### src/rtl/q2_lcd_ctrl.sv
// q2_lcd_ctrl: write FIFO feeding an HD44780-style 8-bit LCD timing FSM with column wrap.
// Optional power-on init sequence enabled by defining Q2_LCD_INIT_EN. Rev 1.0
`default_nettype none

module q2_lcd_ctrl #(
  parameter int COLS       = 16,
  parameter int ROWS       = 2,
  parameter int DEPTH      = 8,
  parameter int E_CYCLES   = 4,
  parameter int SHORT_WAIT = 50,
  parameter int LONG_WAIT  = 2000
) (
  input  logic        clk,
  input  logic        rst,
  input  logic        wr,
  input  logic [11:0] dbus,
  output logic        busy,
  output logic        overflow,
  output logic        lcd_rs,
  output logic        lcd_e,
  output logic [7:0]  lcd_d
);

`ifdef Q2_LCD_INIT_EN
  localparam bit INIT_EN = 1'b1;
`else
  localparam bit INIT_EN = 1'b0;
`endif

  localparam int AW   = (DEPTH > 2) ? $clog2(DEPTH) : 1;
  localparam int MAXA = (LONG_WAIT > SHORT_WAIT) ? LONG_WAIT : SHORT_WAIT;
  localparam int MAXW = (MAXA > E_CYCLES) ? MAXA : E_CYCLES;
  localparam int CW   = $clog2(MAXW + 1);

  localparam logic [AW:0]   C_FULL   = (AW+1)'(DEPTH);
  localparam logic [CW-1:0] C_E      = CW'(E_CYCLES - 1);
  localparam logic [CW-1:0] C_SHORT  = CW'(SHORT_WAIT - 1);
  localparam logic [CW-1:0] C_LONG   = CW'(LONG_WAIT - 1);
  localparam logic [6:0]    C_END0   = 7'(COLS - 1);
  localparam logic [6:0]    C_END1   = 7'(64 + COLS - 1);
  localparam logic [2:0]    C_INIT_N = 3'd4;

  typedef enum logic [2:0] {
    S_INIT  = 3'd0,
    S_IDLE  = 3'd1,
    S_SETUP = 3'd2,
    S_PULSE = 3'd3,
    S_WAIT  = 3'd4,
    S_WRAP  = 3'd5
  } state_t;

  state_t        state_q, state_d;
  logic [8:0]    mem_q [DEPTH];
  logic [AW-1:0] wptr_q, rptr_q;
  logic [AW:0]   count_q;
  logic          overflow_q;
  logic          arm_q, arm_d;
  logic [6:0]    addr_q, addr_d;
  logic [CW-1:0] cnt_q, cnt_d;
  logic          long_q, long_d;
  logic          wrap_q, wrap_d;
  logic          wrap_hi_q, wrap_hi_d;
  logic          lcd_rs_q, lcd_rs_d;
  logic          lcd_e_q, lcd_e_d;
  logic [7:0]    lcd_d_q, lcd_d_d;
  logic          in_init_q, in_init_d;
  logic [2:0]    init_idx_q, init_idx_d;

  logic          full, empty, push, pop;
  logic [8:0]    head;
  logic          unused_bits;

  assign unused_bits = ^dbus[11:9];

  assign full  = (count_q == C_FULL);
  assign empty = (count_q == '0);
  assign push  = wr && !full;
  assign head  = mem_q[rptr_q];

  function automatic logic [7:0] init_cmd(input logic [2:0] idx);
    case (idx)
      3'd0:    return 8'h38;
      3'd1:    return 8'h0C;
      3'd2:    return 8'h06;
      default: return 8'h01;
    endcase
  endfunction

  // Non-printable characters are shown as '?'
  function automatic logic [7:0] filt(input logic [7:0] b);
    return (b < 8'h20 || b > 8'h7E) ? 8'h3F : b;
  endfunction

  always_ff @(posedge clk) begin
    if (!rst && push) mem_q[wptr_q] <= dbus[8:0];
  end

  // Full test uses the pre-edge count, so a same-cycle pop never frees room
  always_ff @(posedge clk) begin
    if (rst) begin
      wptr_q     <= '0;
      rptr_q     <= '0;
      count_q    <= '0;
      overflow_q <= 1'b0;
    end else begin
      if (push) wptr_q <= wptr_q + 1'b1;
      if (pop)  rptr_q <= rptr_q + 1'b1;
      case ({push, pop})
        2'b10:   count_q <= count_q + 1'b1;
        2'b01:   count_q <= count_q - 1'b1;
        default: count_q <= count_q;
      endcase
      if (wr && full) overflow_q <= 1'b1;
    end
  end

  always_ff @(posedge clk) begin
    if (rst) begin
      state_q    <= INIT_EN ? S_INIT : S_IDLE;
      arm_q      <= 1'b0;
      addr_q     <= '0;
      cnt_q      <= '0;
      long_q     <= 1'b0;
      wrap_q     <= 1'b0;
      wrap_hi_q  <= 1'b0;
      lcd_rs_q   <= 1'b0;
      lcd_e_q    <= 1'b0;
      lcd_d_q    <= 8'h00;
      in_init_q  <= INIT_EN;
      init_idx_q <= '0;
    end else begin
      state_q    <= state_d;
      arm_q      <= arm_d;
      addr_q     <= addr_d;
      cnt_q      <= cnt_d;
      long_q     <= long_d;
      wrap_q     <= wrap_d;
      wrap_hi_q  <= wrap_hi_d;
      lcd_rs_q   <= lcd_rs_d;
      lcd_e_q    <= lcd_e_d;
      lcd_d_q    <= lcd_d_d;
      in_init_q  <= in_init_d;
      init_idx_q <= init_idx_d;
    end
  end

  always_comb begin
    state_d    = state_q;
    arm_d      = arm_q;
    addr_d     = addr_q;
    cnt_d      = cnt_q;
    long_d     = long_q;
    wrap_d     = wrap_q;
    wrap_hi_d  = wrap_hi_q;
    lcd_rs_d   = lcd_rs_q;
    lcd_e_d    = lcd_e_q;
    lcd_d_d    = lcd_d_q;
    in_init_d  = in_init_q;
    init_idx_d = init_idx_q;
    pop        = 1'b0;

    case (state_q)
      S_INIT: begin
        if (init_idx_q == C_INIT_N) begin
          in_init_d = 1'b0;
          state_d   = S_IDLE;
        end else begin
          lcd_rs_d   = 1'b0;
          lcd_d_d    = init_cmd(init_idx_q);
          long_d     = (init_idx_q == 3'd3);
          if (init_idx_q == 3'd3) addr_d = '0;
          init_idx_d = init_idx_q + 1'b1;
          state_d    = S_SETUP;
        end
      end

      // One armed cycle before the pop lets the head settle; lcd_d updates on the pop edge
      S_IDLE: begin
        if (!arm_q) begin
          if (!empty) arm_d = 1'b1;
        end else begin
          arm_d = 1'b0;
          pop   = 1'b1;
          if (head[8]) begin
            if (head[7]) begin
              lcd_rs_d = 1'b0;
              lcd_d_d  = {1'b1, head[6:0]};
              addr_d   = head[6:0];
              long_d   = 1'b0;
              state_d  = S_SETUP;
            end else if (head[0]) begin
              lcd_rs_d = 1'b0;
              lcd_d_d  = 8'h01;
              addr_d   = '0;
              long_d   = 1'b1;
              state_d  = S_SETUP;
            end
          end else begin
            lcd_rs_d = 1'b1;
            lcd_d_d  = filt(head[7:0]);
            addr_d   = addr_q + 1'b1;
            long_d   = 1'b0;
            state_d  = S_SETUP;
            if (addr_q == C_END0 || (ROWS == 2 && addr_q == C_END1)) begin
              wrap_d    = 1'b1;
              wrap_hi_d = (ROWS == 2) && (addr_q == C_END0);
            end
          end
        end
      end

      S_SETUP: begin
        lcd_e_d = 1'b1;
        cnt_d   = C_E;
        state_d = S_PULSE;
      end

      S_PULSE: begin
        if (cnt_q == '0) begin
          lcd_e_d = 1'b0;
          cnt_d   = long_q ? C_LONG : C_SHORT;
          state_d = S_WAIT;
        end else begin
          cnt_d = cnt_q - 1'b1;
        end
      end

      S_WAIT: begin
        if (cnt_q == '0) begin
          if (wrap_q)         state_d = S_WRAP;
          else if (in_init_q) state_d = S_INIT;
          else                state_d = S_IDLE;
        end else begin
          cnt_d = cnt_q - 1'b1;
        end
      end

      S_WRAP: begin
        wrap_d   = 1'b0;
        lcd_rs_d = 1'b0;
        lcd_d_d  = wrap_hi_q ? 8'hC0 : 8'h80;
        addr_d   = wrap_hi_q ? 7'h40 : 7'h00;
        long_d   = 1'b0;
        state_d  = S_SETUP;
      end

      default: state_d = S_IDLE;
    endcase
  end

  assign busy     = !empty || (state_q != S_IDLE);
  assign overflow = overflow_q;
  assign lcd_rs   = lcd_rs_q;
  assign lcd_e    = lcd_e_q;
  assign lcd_d    = lcd_d_q;

endmodule

`default_nettype wire

### config.mk
export PLATFORM = sky130hd
export DESIGN_NAME = q2_lcd_ctrl
export DESIGN_NICKNAME = d
export VERILOG_FILES = /design/src/rtl/q2_lcd_ctrl.sv
export SDC_FILE = /design/constraint.sdc
export NUM_CORES = 1
export LEC_CHECK = 0
export BUFFER_PORTS_ARGS = -buffer_cell sky130_fd_sc_hd__clkbuf_2
export CORE_UTILIZATION = 41
export DETAILED_ROUTE_END_ITERATION = 6
export PLACE_DENSITY_LB_ADDON = 0.3
export SYNTH_ARGS = -nofsm -noshare
export SYNTH_HDL_FRONTEND = slang
export SYNTH_SLANG_ARGS = --single-unit
### constraint.sdc
create_clock -name clk -period 7 [get_ports clk]
set_input_delay 0.35 -clock clk [delete_from_list [all_inputs] [get_ports clk]]
set_output_delay 0.35 -clock clk [all_outputs]
set_load 0.01 [all_outputs]
==> results of run 1 <==
## state kept, by name, indices dropped and copies added, names as in the netlist, 3 cells and up, named ones only
signal,flops
count_q,4
state_q,3
init_idx_q,3
rptr_q,3
mem_q,72
wptr_q,3
cnt_q,11
addr_q,7
lcd_d,8
## worst max-delay path, delay by kind of cell, from the launching register on
kind                     cells  cell delay [ns]
buffers and inverters        1             0.17
adder cells (fa/ha/maj)      2             0.46
AO/OA/AOI/OAI                3             0.50
XOR/XNOR                     1             0.09
flip-flops                   1             0.60
AND/OR/NAND/NOR              4             1.37
## cells by family after synthesis
logic type / synth area share [%]
xor+xnor: 1.66
compound gates: 13.3
simple gates: 14.8
mux: 8.95
fa+ha+maj: 3.15
buf+inv: 2.77
flops: 55.3
## power by group through the flow
stage               Clock, mW  Sequential (mW)  Combinational [mW]
floorplan                   0            0.943               0.690
detailed placement          0            0.970               0.861
finish                  0.811            0.959               0.868
global route            0.863            0.975               0.969
CTS                     0.828            0.957               0.867
global placement            0            0.965               0.851
## layer usage
layer,track usage [%],share of wire [%]
met5,0,0
met4,7.02,0.89
met3,4.48,3.5
met2,29.6,51
met1,22.5,45
## how the worst max path moves through the flow
| stage | from | to | slack, ns |
|---|---|---|---|
| 6_report | state_q[0]$_SDFFE_PP1P_ | count_q[3]$_SDFFE_PP0P_ | 3.73 |
| 3_3_place_gp | state_q[0]$_SDFFE_PP1P_ | count_q[3]$_SDFFE_PP0P_ | 3.85 |
| 4_1_cts | state_q[0]$_SDFFE_PP1P_ | count_q[3]$_SDFFE_PP0P_ | 3.77 |
| 5_1_grt | state_q[0]$_SDFFE_PP1P_ | count_q[3]$_SDFFE_PP0P_ | 3.48 |
| 2_1_floorplan | state_q[1]$_SDFFE_PP0P_ | count_q[3]$_SDFFE_PP0P_ | 4.29 |
| 3_5_place_dp | state_q[0]$_SDFFE_PP1P_ | count_q[3]$_SDFFE_PP0P_ | 3.79 |
## Yosys cell counts, drive strengths merged, types with 3 or more instances
library cell,n
a2111oi,3
a211oi,5
o21ai,25
and2,6
or3,4
nand2,30
xnor2,3
nand2b,7
nand4,7
ha,13
nand3b,3
edfxtp,72
nand3,15
and3,3
mux2,3
nor3,22
mux4,16
nor2b,5
a21oi,28
inv,12
o21a,3
xor2,8
dfxtp,52
mux2i,12
nor4,6
a31oi,14
a311oi,3
o31ai,4
buf,10
a21o,9
clkbuf,12
nor2,49
## area by class of cell
class / instances / area, um^2 / share of cell area, %
Sequential cell: 124 / 3200 / 48.5
Tap cell: 180 / 225 / 3.41
Timing Repair Buffer: 28 / 153 / 2.31
Clock inverter: 13 / 119 / 1.80
Clock buffer: 19 / 433 / 6.55
Multi-Input combinational cell: 337 / 2430 / 36.7
Inverter: 13 / 48.8 / 0.738
==> impl_metrics.env, run 1 <==
export IMPL_die_w_um=121
export IMPL_diodes=0
export IMPL_place_hpwl_um=8130
export IMPL_insertion_delay_ns=0.42
export IMPL_core_um2=13800
export IMPL_crit_required_ns=7.34
export IMPL_pin_count=27
export IMPL_track_usage_pct=17.9
export IMPL_post_cts_resized=0
export IMPL_drv_slew=0
export IMPL_tightestPinTransition_ns=1.00
export IMPL_gr_total_overflow=0
export IMPL_grt_pass1_wl_um=19800
export IMPL_cap_violations=0
export IMPL_swShare_pct=36.2
export IMPL_die_y_um=121
export IMPL_arrival_ns=3.61
export IMPL_reg2reg_depth=11
export IMPL_dieArea_um2=14600
export IMPL_synth_flop_cell="edfxtp_1"
export IMPL_p_seq_share_pct=36.3
export IMPL_dp_slack_ns=3.79
export IMPL_power_leakage_nw=2.31
export IMPL_critPathMaxStageDelay_ns=0.60
export IMPL_fin_crit_ns=3.27
export IMPL_area_growth_pct=14.1
export IMPL_netlist_top_cells_area="edfxtp_1, dfxtp_1, mux4_2, nor2_1, ha_1"
export IMPL_ys_seq_area_share_pct=55.3
export IMPL_relSlewSlack_pct=32.9
export IMPL_clockBufferDepth=2
export IMPL_clock_root_buffer="clkbuf_16"
export IMPL_first_pass_iters=5
export IMPL_drive_gt1_share_pct=16.3
export IMPL_grt_antenna_before_repair=0
export IMPL_yosys_area_top_type="edfxtp_1"
export IMPL_synthCells=496
export IMPL_finalPower_mw=2.64
export IMPL_cp_max_fo=15
export IMPL_avgSynthCellArea_um2=11.7
export IMPL_hold_viol=0
export IMPL_holdBufCountCts=0
export IMPL_rsz0062_at_grt="false"
export IMPL_p_per_area_nw_per_um2=399
export IMPL_synth_seq_cells=124
export IMPL_reg2reg_setup_slack_ns=3.73
export IMPL_fin_hold_ws_ns=0.211
export IMPL_finalWorstSetupSlack_ns=3.73
export IMPL_grt_pass1_vias=3893
export IMPL_internal_power_mw=1.68
export IMPL_hp_class="input pin to flip-flop"
export IMPL_place_congestion=0.823
export IMPL_fin_nets=550
export IMPL_clock_sinks=124
export IMPL_r2r_start="state_q[0]$_SDFFE_PP1P_"
export IMPL_fill_cells=1192
export IMPL_p_comb_share_pct=32.9
export IMPL_vias=3984
export IMPL_critical_path_slowest_cell="dfxtp_1"
export IMPL_drcViolationCount=0
export IMPL_r2r_end="count_q[3]$_SDFFE_PP0P_"
export IMPL_ys_warn_count=0
export IMPL_initial_utilization_pct=41.9
export IMPL_crit_chain="nor2b_1 > and2_1 > nand2_1 > inv_1 > ha_1 > ha_1 > a21o_1 > a21oi_1 > xnor2_1 > or3_1 > a21oi_1"
export IMPL_syn_area_um2=5790
export IMPL_syn_nets=525
export IMPL_finClkSkew_ns=0.0109
export IMPL_fin_setup_tns_ns=0
export IMPL_fin_util_pct=47.8
export IMPL_numCtsBuffers=17
export IMPL_final_area_um2=6610
export IMPL_ant_nets=0
export IMPL_io_buffers=23
export IMPL_yosysTopAreaCellShare_pct=37.3
export IMPL_h_tree_depth=4
export IMPL_finalCritPeriodShare_pct=46.7
export IMPL_startpoint_type="flip-flop"
export IMPL_max_freq_mhz=306
export IMPL_dp_cells=682
export IMPL_vias_per_cell=5.58
export IMPL_p_clk_share_pct=30.7
export IMPL_drt_iter0_markers=343
export IMPL_cts_tree="yes"
export IMPL_clk_pin_slew_ns=0.06
export IMPL_status="finished clean"
export IMPL_holdPathStages=1
export IMPL_grt_max_degree=45
export IMPL_setup_viol=0
export IMPL_switchingPower_uw=954
export IMPL_fin_cells=714
export IMPL_min_to="mem_q[1][3]$_DFFE_PP_"
export IMPL_final_cell_mix="edfxtp_1, dfxtp_1, nor2_1"
export IMPL_hp_start="dbus[3]"
export IMPL_synth_edf_count=72
export IMPL_ys_async_sr_fraction_pct=0
export IMPL_cts_setup_buffers=0
export IMPL_synth_distinct_cells=68
export IMPL_end_kind="flip-flop"
export IMPL_num_rows=43
export IMPL_dpl_cell_area_um2=6060
export IMPL_wire_per_inst_um=17.1
export IMPL_vdd_ir_drop_worst_v=0.000228
export IMPL_final_common_cell="edfxtp_1"
export IMPL_worstSetupPathType="flip-flop to flip-flop"
export IMPL_finalWirelength_um=12200
Power figures use the tool's default switching activity.
==> inputs of run 2 (changes only) <==
==> constraint.sdc (replaced) <==
create_clock -name clk -period 2.6 [get_ports clk]
set_input_delay 0.13 -clock clk [delete_from_list [all_inputs] [get_ports clk]]
set_output_delay 0.13 -clock clk [all_outputs]
set_load 0.01 [all_outputs]
==> run 2 against run 1 <==
Compared with the run above: combinational power grew to 3.0 times the previous value; sequential share of layout area is 2.3 points lower; cell count is 5.5% higher.
==> impl_metrics.env, run 2 (synthesized netlist as in run 1, its figures left out) <==
export IMPL_setup_viol=0
export IMPL_drive_gt1_share_pct=22.0
export IMPL_ant_nets=0
export IMPL_worstSetupPathType="flip-flop to flip-flop"
export IMPL_vias=4098
export IMPL_arrival_ns=2.72
export IMPL_finalCritPeriodShare_pct=91.6
export IMPL_largest_register_ffs=72
export IMPL_crit_required_ns=2.94
export IMPL_power_leakage_nw=2.52
export IMPL_met2WireLength_um=6140
export IMPL_hold_viol=0
export IMPL_finClkSkew_ns=0.00860
export IMPL_grt_pass1_vias=4122
export IMPL_clock_sinks=124
export IMPL_pin_count=27
export IMPL_crit_chain="mux4_2 > mux2_2 > a2111oi_4 > buf_4 > nor2_1 > buf_4 > o31a_1 > o32ai_2"
export IMPL_crit_path_frequent_cell="buf_4"
export IMPL_grt_antenna_before_repair=0
export IMPL_die_y_um=121
export IMPL_top_register="mem_q"
export IMPL_fin_crit_ns=2.38
export IMPL_status="finished clean"
export IMPL_critical_path_slowest_cell="mux4_2"
export IMPL_drv_slew=0
export IMPL_dieArea_um2=14600
export IMPL_drcViolationCount=0
export IMPL_cap_violations=0
export IMPL_clockBufferDepth=2
export IMPL_p_per_area_nw_per_um2=1070
export IMPL_clk_pin_slew_ns=0.06
export IMPL_fin_hold_ws_ns=0.0304
export IMPL_diodes=0
export IMPL_gr_total_overflow=0
export IMPL_vdd_ir_drop_worst_v=0.000751
export IMPL_grt_max_degree=29
export IMPL_reg2reg_depth=8
export IMPL_final_cell_mix="edfxtp_1, dfxtp_1, nor2_1"
export IMPL_finalPower_mw=7.43
export IMPL_holdPathStages=1
export IMPL_finalWirelength_um=12700
export IMPL_insertion_delay_ns=0.42
export IMPL_hp_class="input pin to flip-flop"
export IMPL_first_pass_iters=4
export IMPL_cts_tree="yes"
export IMPL_place_congestion=0.882
export IMPL_area_growth_pct=20.0
export IMPL_numCtsBuffers=17
export IMPL_relSlewSlack_pct=64.1
export IMPL_final_common_cell="edfxtp_1"
export IMPL_wl_met3_um=613
export IMPL_clock_root_buffer="clkbuf_16"
export IMPL_die_w_um=121
export IMPL_vias_per_cell=5.44
export IMPL_cp_max_fo=8
export IMPL_wl_met1_um=5730
export IMPL_num_rows=43
export IMPL_max_freq_mhz=420
export IMPL_rsz0062_at_grt="true"
export IMPL_track_usage_pct=19.0
export IMPL_io_buffers=23
export IMPL_tightestPinTransition_ns=0.524
export IMPL_drt_iter0_markers=365
export IMPL_cp_buffers_inverters=2
export IMPL_end_kind="flip-flop"
export IMPL_place_hpwl_um=8640
export IMPL_critPathMaxStageDelay_ns=0.56
export IMPL_fin_util_pct=50.2
export IMPL_wire_per_inst_um=16.9
export IMPL_cp_depth=8
export IMPL_cts_setup_buffers=0
export IMPL_fin_nets=589
export IMPL_startpoint_type="flip-flop"
export IMPL_h_tree_depth=4
export IMPL_top_layer_used="met4"
export IMPL_grt_pass1_wl_um=20900
export IMPL_initial_utilization_pct=41.9
export IMPL_core_um2=13800
export IMPL_crit_family="multiplexers"
==> run 2: cell count changes in the layout (fill, tap and decap cells not counted), moves of 2 or more <==
cell / delta
inv_6: +3
dlygate4sd3_1: +7
buf_4: +32
clkbuf_1: -2
nor3_2: +2
nor3_1: -2
==> run 2: final timing paths <==
| path | from | to | slack, ns |
|---|---|---|---|
| worst max register to register | flip-flop | addr_q[0]$_SDFFE_PP0P_ | 0.22 |
| worst min register to register | overflow$_SDFFE_PP0P_ | overflow$_SDFFE_PP0P_ | 0.47 |
| worst max-delay path | flip-flop | addr_q[0]$_SDFFE_PP0P_ | 0.22 |
| worst min-delay path | dbus[7] | mem_q[5][7]$_DFFE_PP_ | 0.03 |
==> run 2: final cells by class <==
class,instances,area [um^2]
Fill cell,1207,6880
Sequential cell,124,3200
Multi-Input combinational cell,337,2440
Timing Repair Buffer,67,463
Clock buffer,17,425
Tap cell,180,225
Clock inverter,15,140
Inverter,13,50.0
==> run 2: metal layers <==
metal / GRT usage (%) / vias up
met1: 24.0 / 1971
li1: - / 2020
met3: 5.09 / 20
met4: 8.02 / 0
met2: 30.6 / 87
met5: 0 / -
==> run 2: through the flow <==
stage	worst slack [ns]	instances	TNS (ns)	instance area (um^2)
2_1_floorplan	0.0586	496	0	5800
3_3_place_gp	0.100	714	0	6300
3_5_place_dp	0.0748	714	0	6300
4_1_cts	0.0146	753	0	6940
5_1_grt	-0.0250	753	-0.0271	6950
6_report	0.219	753	0	6950
==> run 2: report_power, final <==
part	total (mW)	switching [mW]	internal, mW
clock	2.26	0.934	1.33
sequential	2.56	0.241	2.32
combinational	2.61	1.50	1.10
==> run 2: repair_timing <==
item                       CTS  global route
setup endpoints to repair    0            15
hold endpoints to repair    56             0
hold buffers                 7             0
gates resized for setup      0             3
==> inputs of run 3 (changes only) <==
--- a/config.mk
+++ b/config.mk
@@ -8,7 +8,8 @@
 export BUFFER_PORTS_ARGS = -buffer_cell sky130_fd_sc_hd__clkbuf_2
 export CORE_UTILIZATION = 41
 export DETAILED_ROUTE_END_ITERATION = 6
-export PLACE_DENSITY_LB_ADDON = 0.3
+export GPL_ROUTABILITY_DRIVEN = 0
+export PLACE_DENSITY = 0.55
 export SYNTH_ARGS = -nofsm -noshare
 export SYNTH_HDL_FRONTEND = slang
 export SYNTH_SLANG_ARGS = --single-unit
==> run 3 against run 2 <==
Compared with the run above: total power grew 1.1%; combinational power grew 2%; die area is the same; clock skew grew 0.0031 ns; register-to-register slack lost 0.09 ns; design area grew 0.31%; clock power grew 2%; largest cell class unchanged.
==> impl_metrics.env, run 3 (synthesized netlist as in run 1, its figures left out) <==
export IMPL_vias_per_cell=5.62
export IMPL_wire_per_inst_um=17.3
export IMPL_insertion_delay_ns=0.42
export IMPL_fin_cells=751
export IMPL_clock_root_buffer="clkbuf_16"
export IMPL_crit_end="addr_q[0]$_SDFFE_PP0P_"
export IMPL_p_comb_share_pct=35.3
export IMPL_internal_power_mw=4.78
export IMPL_finClkSkew_ns=0.0117
export IMPL_grt_max_degree=32
export IMPL_cp_max_fo=6
export IMPL_worstSetupPathType="flip-flop to flip-flop"
export IMPL_io_buffers=23
export IMPL_pin_count=27
export IMPL_relSlewSlack_pct=66.1
export IMPL_fin_nets=587
export IMPL_dpl_cell_area_um2=6300
export IMPL_critPathMaxStageDelay_ns=0.57
export IMPL_dieArea_um2=14600
export IMPL_gr_total_overflow=0
export IMPL_reg2reg_setup_slack_ns=0.12
export IMPL_diodes=0
export IMPL_dp_slack_ns=-0.0941
export IMPL_status="finished clean"
export IMPL_p_clk_share_pct=30.6
export IMPL_top_register="mem_q"
export IMPL_critical_path_slowest_cell="mux4_2"
export IMPL_core_um2=13800
export IMPL_finalCritPeriodShare_pct=95.2
export IMPL_crit_chain="mux4_2 > mux2_2 > a2111oi_4 > buf_4 > nor2_1 > buf_4 > o31a_1 > o32ai_2"
export IMPL_multi_input_area_um2=2450
export IMPL_drcViolationCount=0
export IMPL_r2r_end="addr_q[0]$_SDFFE_PP0P_"
export IMPL_regArea_um2=3200
export IMPL_crit_required_ns=2.94
export IMPL_finalWorstSetupSlack_ns=0.125
export IMPL_h_tree_depth=4
export IMPL_vias=4224
export IMPL_first_pass_iters=5
export IMPL_grt_antenna_before_repair=0
export IMPL_clock_sinks=124
export IMPL_grt_pass1_vias=4170
export IMPL_switchingPower_mw=2.73
export IMPL_clockBufferDepth=2
export IMPL_tightestPinTransition_ns=0.504
export IMPL_vdd_ir_drop_worst_v=0.000442
export IMPL_final_area_um2=6970
export IMPL_hold_viol=0
export IMPL_drv_slew=0
export IMPL_dp_cells=712
export IMPL_finalWirelength_um=13000
export IMPL_drt_iter0_markers=345
export IMPL_place_hpwl_um=8920
export IMPL_num_rows=43
export IMPL_hp_class="input pin to flip-flop"
export IMPL_p_seq_share_pct=34.0
export IMPL_startpoint_type="flip-flop"
export IMPL_initial_utilization_pct=41.9
export IMPL_final_cell_mix="edfxtp_1, dfxtp_1, nor2_1"
export IMPL_power_leakage_nw=2.52
export IMPL_fill_cells=1220
export IMPL_crit_path_frequent_cell="buf_4"
export IMPL_cap_violations=0
export IMPL_final_common_cell="edfxtp_1"
export IMPL_largest_register_ffs=72
export IMPL_setup_viol=0
export IMPL_p_per_area_nw_per_um2=1080
export IMPL_reg2reg_depth=8
export IMPL_grt_pass1_wl_um=21600
export IMPL_clk_pin_slew_ns=0.06
export IMPL_die_y_um=121
export IMPL_ant_nets=0
export IMPL_fin_crit_ns=2.48
export IMPL_arrival_ns=2.81
export IMPL_swShare_pct=36.4
export IMPL_rsz0062_at_grt="false"
export IMPL_track_usage_pct=19.7
export IMPL_fin_util_pct=50.4
export IMPL_cts_tree="yes"
export IMPL_end_kind="flip-flop"
export IMPL_die_w_um=121
export IMPL_area_growth_pct=20.4
export IMPL_drive_gt1_share_pct=22.4
export IMPL_fin_hold_ws_ns=0.0161
export IMPL_numCtsBuffers=17
export IMPL_max_freq_mhz=404
## run 3: area by class of cell
| cell class | instances | area share [%] |
|---|---|---|
| clock buffer | 17 | 6.10 |
| timing repair buffer | 65 | 6.61 |
| tap | 180 | 3.23 |
| inverter | 13 | 0.718 |
| sequential | 124 | 46.0 |
| clock inverter | 15 | 2.17 |
| multi-input combinational | 337 | 35.2 |
## run 3: timing repair
item                                   in CTS  in global routing
setup buffers                               0                  0
hold buffers                                7                  0
resized for setup                           2                  4
setup endpoints to repair                   5                 12
endpoints found under the hold margin      56                  0
## run 3: worst max-delay path, delay by kind of cell (launching register included)
kind | cells | cell delay [ns]
AOI/OAI and AO/OA | 3 | 0.59
and+or+nand+nor | 1 | 0.07
muxes | 2 | 0.91
DFF | 1 | 0.43
buffers and inverters | 2 | 0.40
## run 3: how the worst min path moves through the flow
stage / from / endpoint / slack, ns / cells after the start
2_1_floorplan: dbus[0] / mem_q[0][0]$_DFFE_PP_ / 0.23 / 0
3_3_place_gp: dbus[1] / mem_q[6][1]$_DFFE_PP_ / 0.40 / 1
3_5_place_dp: dbus[1] / mem_q[7][1]$_DFFE_PP_ / 0.41 / 1
4_1_cts: dbus[7] / mem_q[0][7]$_DFFE_PP_ / 0.003 / 1
5_1_grt: dbus[7] / mem_q[0][7]$_DFFE_PP_ / 0.02 / 1
6_report: wr / wptr_q[1]$_SDFFE_PP0P_ / 0.02 / 3
## run 3: power by group through the flow
stage	Combinational, mW	Sequential, mW	Clock (mW)
6_report	2.65	2.56	2.30
5_1_grt	2.97	2.60	2.44
4_1_cts	2.64	2.55	2.35
3_5_place_dp	2.60	2.59	0
3_3_place_gp	2.58	2.58	0
2_1_floorplan	1.86	2.54	0
## run 3: layer usage
metal / global-route usage (%) / vias to the layer above / part of all wire [%]
met2: 32.3 / 105 / 49
met5: 0 / - / 0
li1: - / 2023 / -
met1: 25.0 / 2081 / 46
met3: 4.39 / 15 / 4.2
met4: 8.49 / 0 / 1.2
## run 3: per-stage QoR
stage	total power [mW]	TNS (ns)
after floorplan	4.40	0
after global placement	5.16	0
after detailed placement	5.19	-0.207
after CTS	7.54	0
after global routing	8.00	0
final	7.51	0
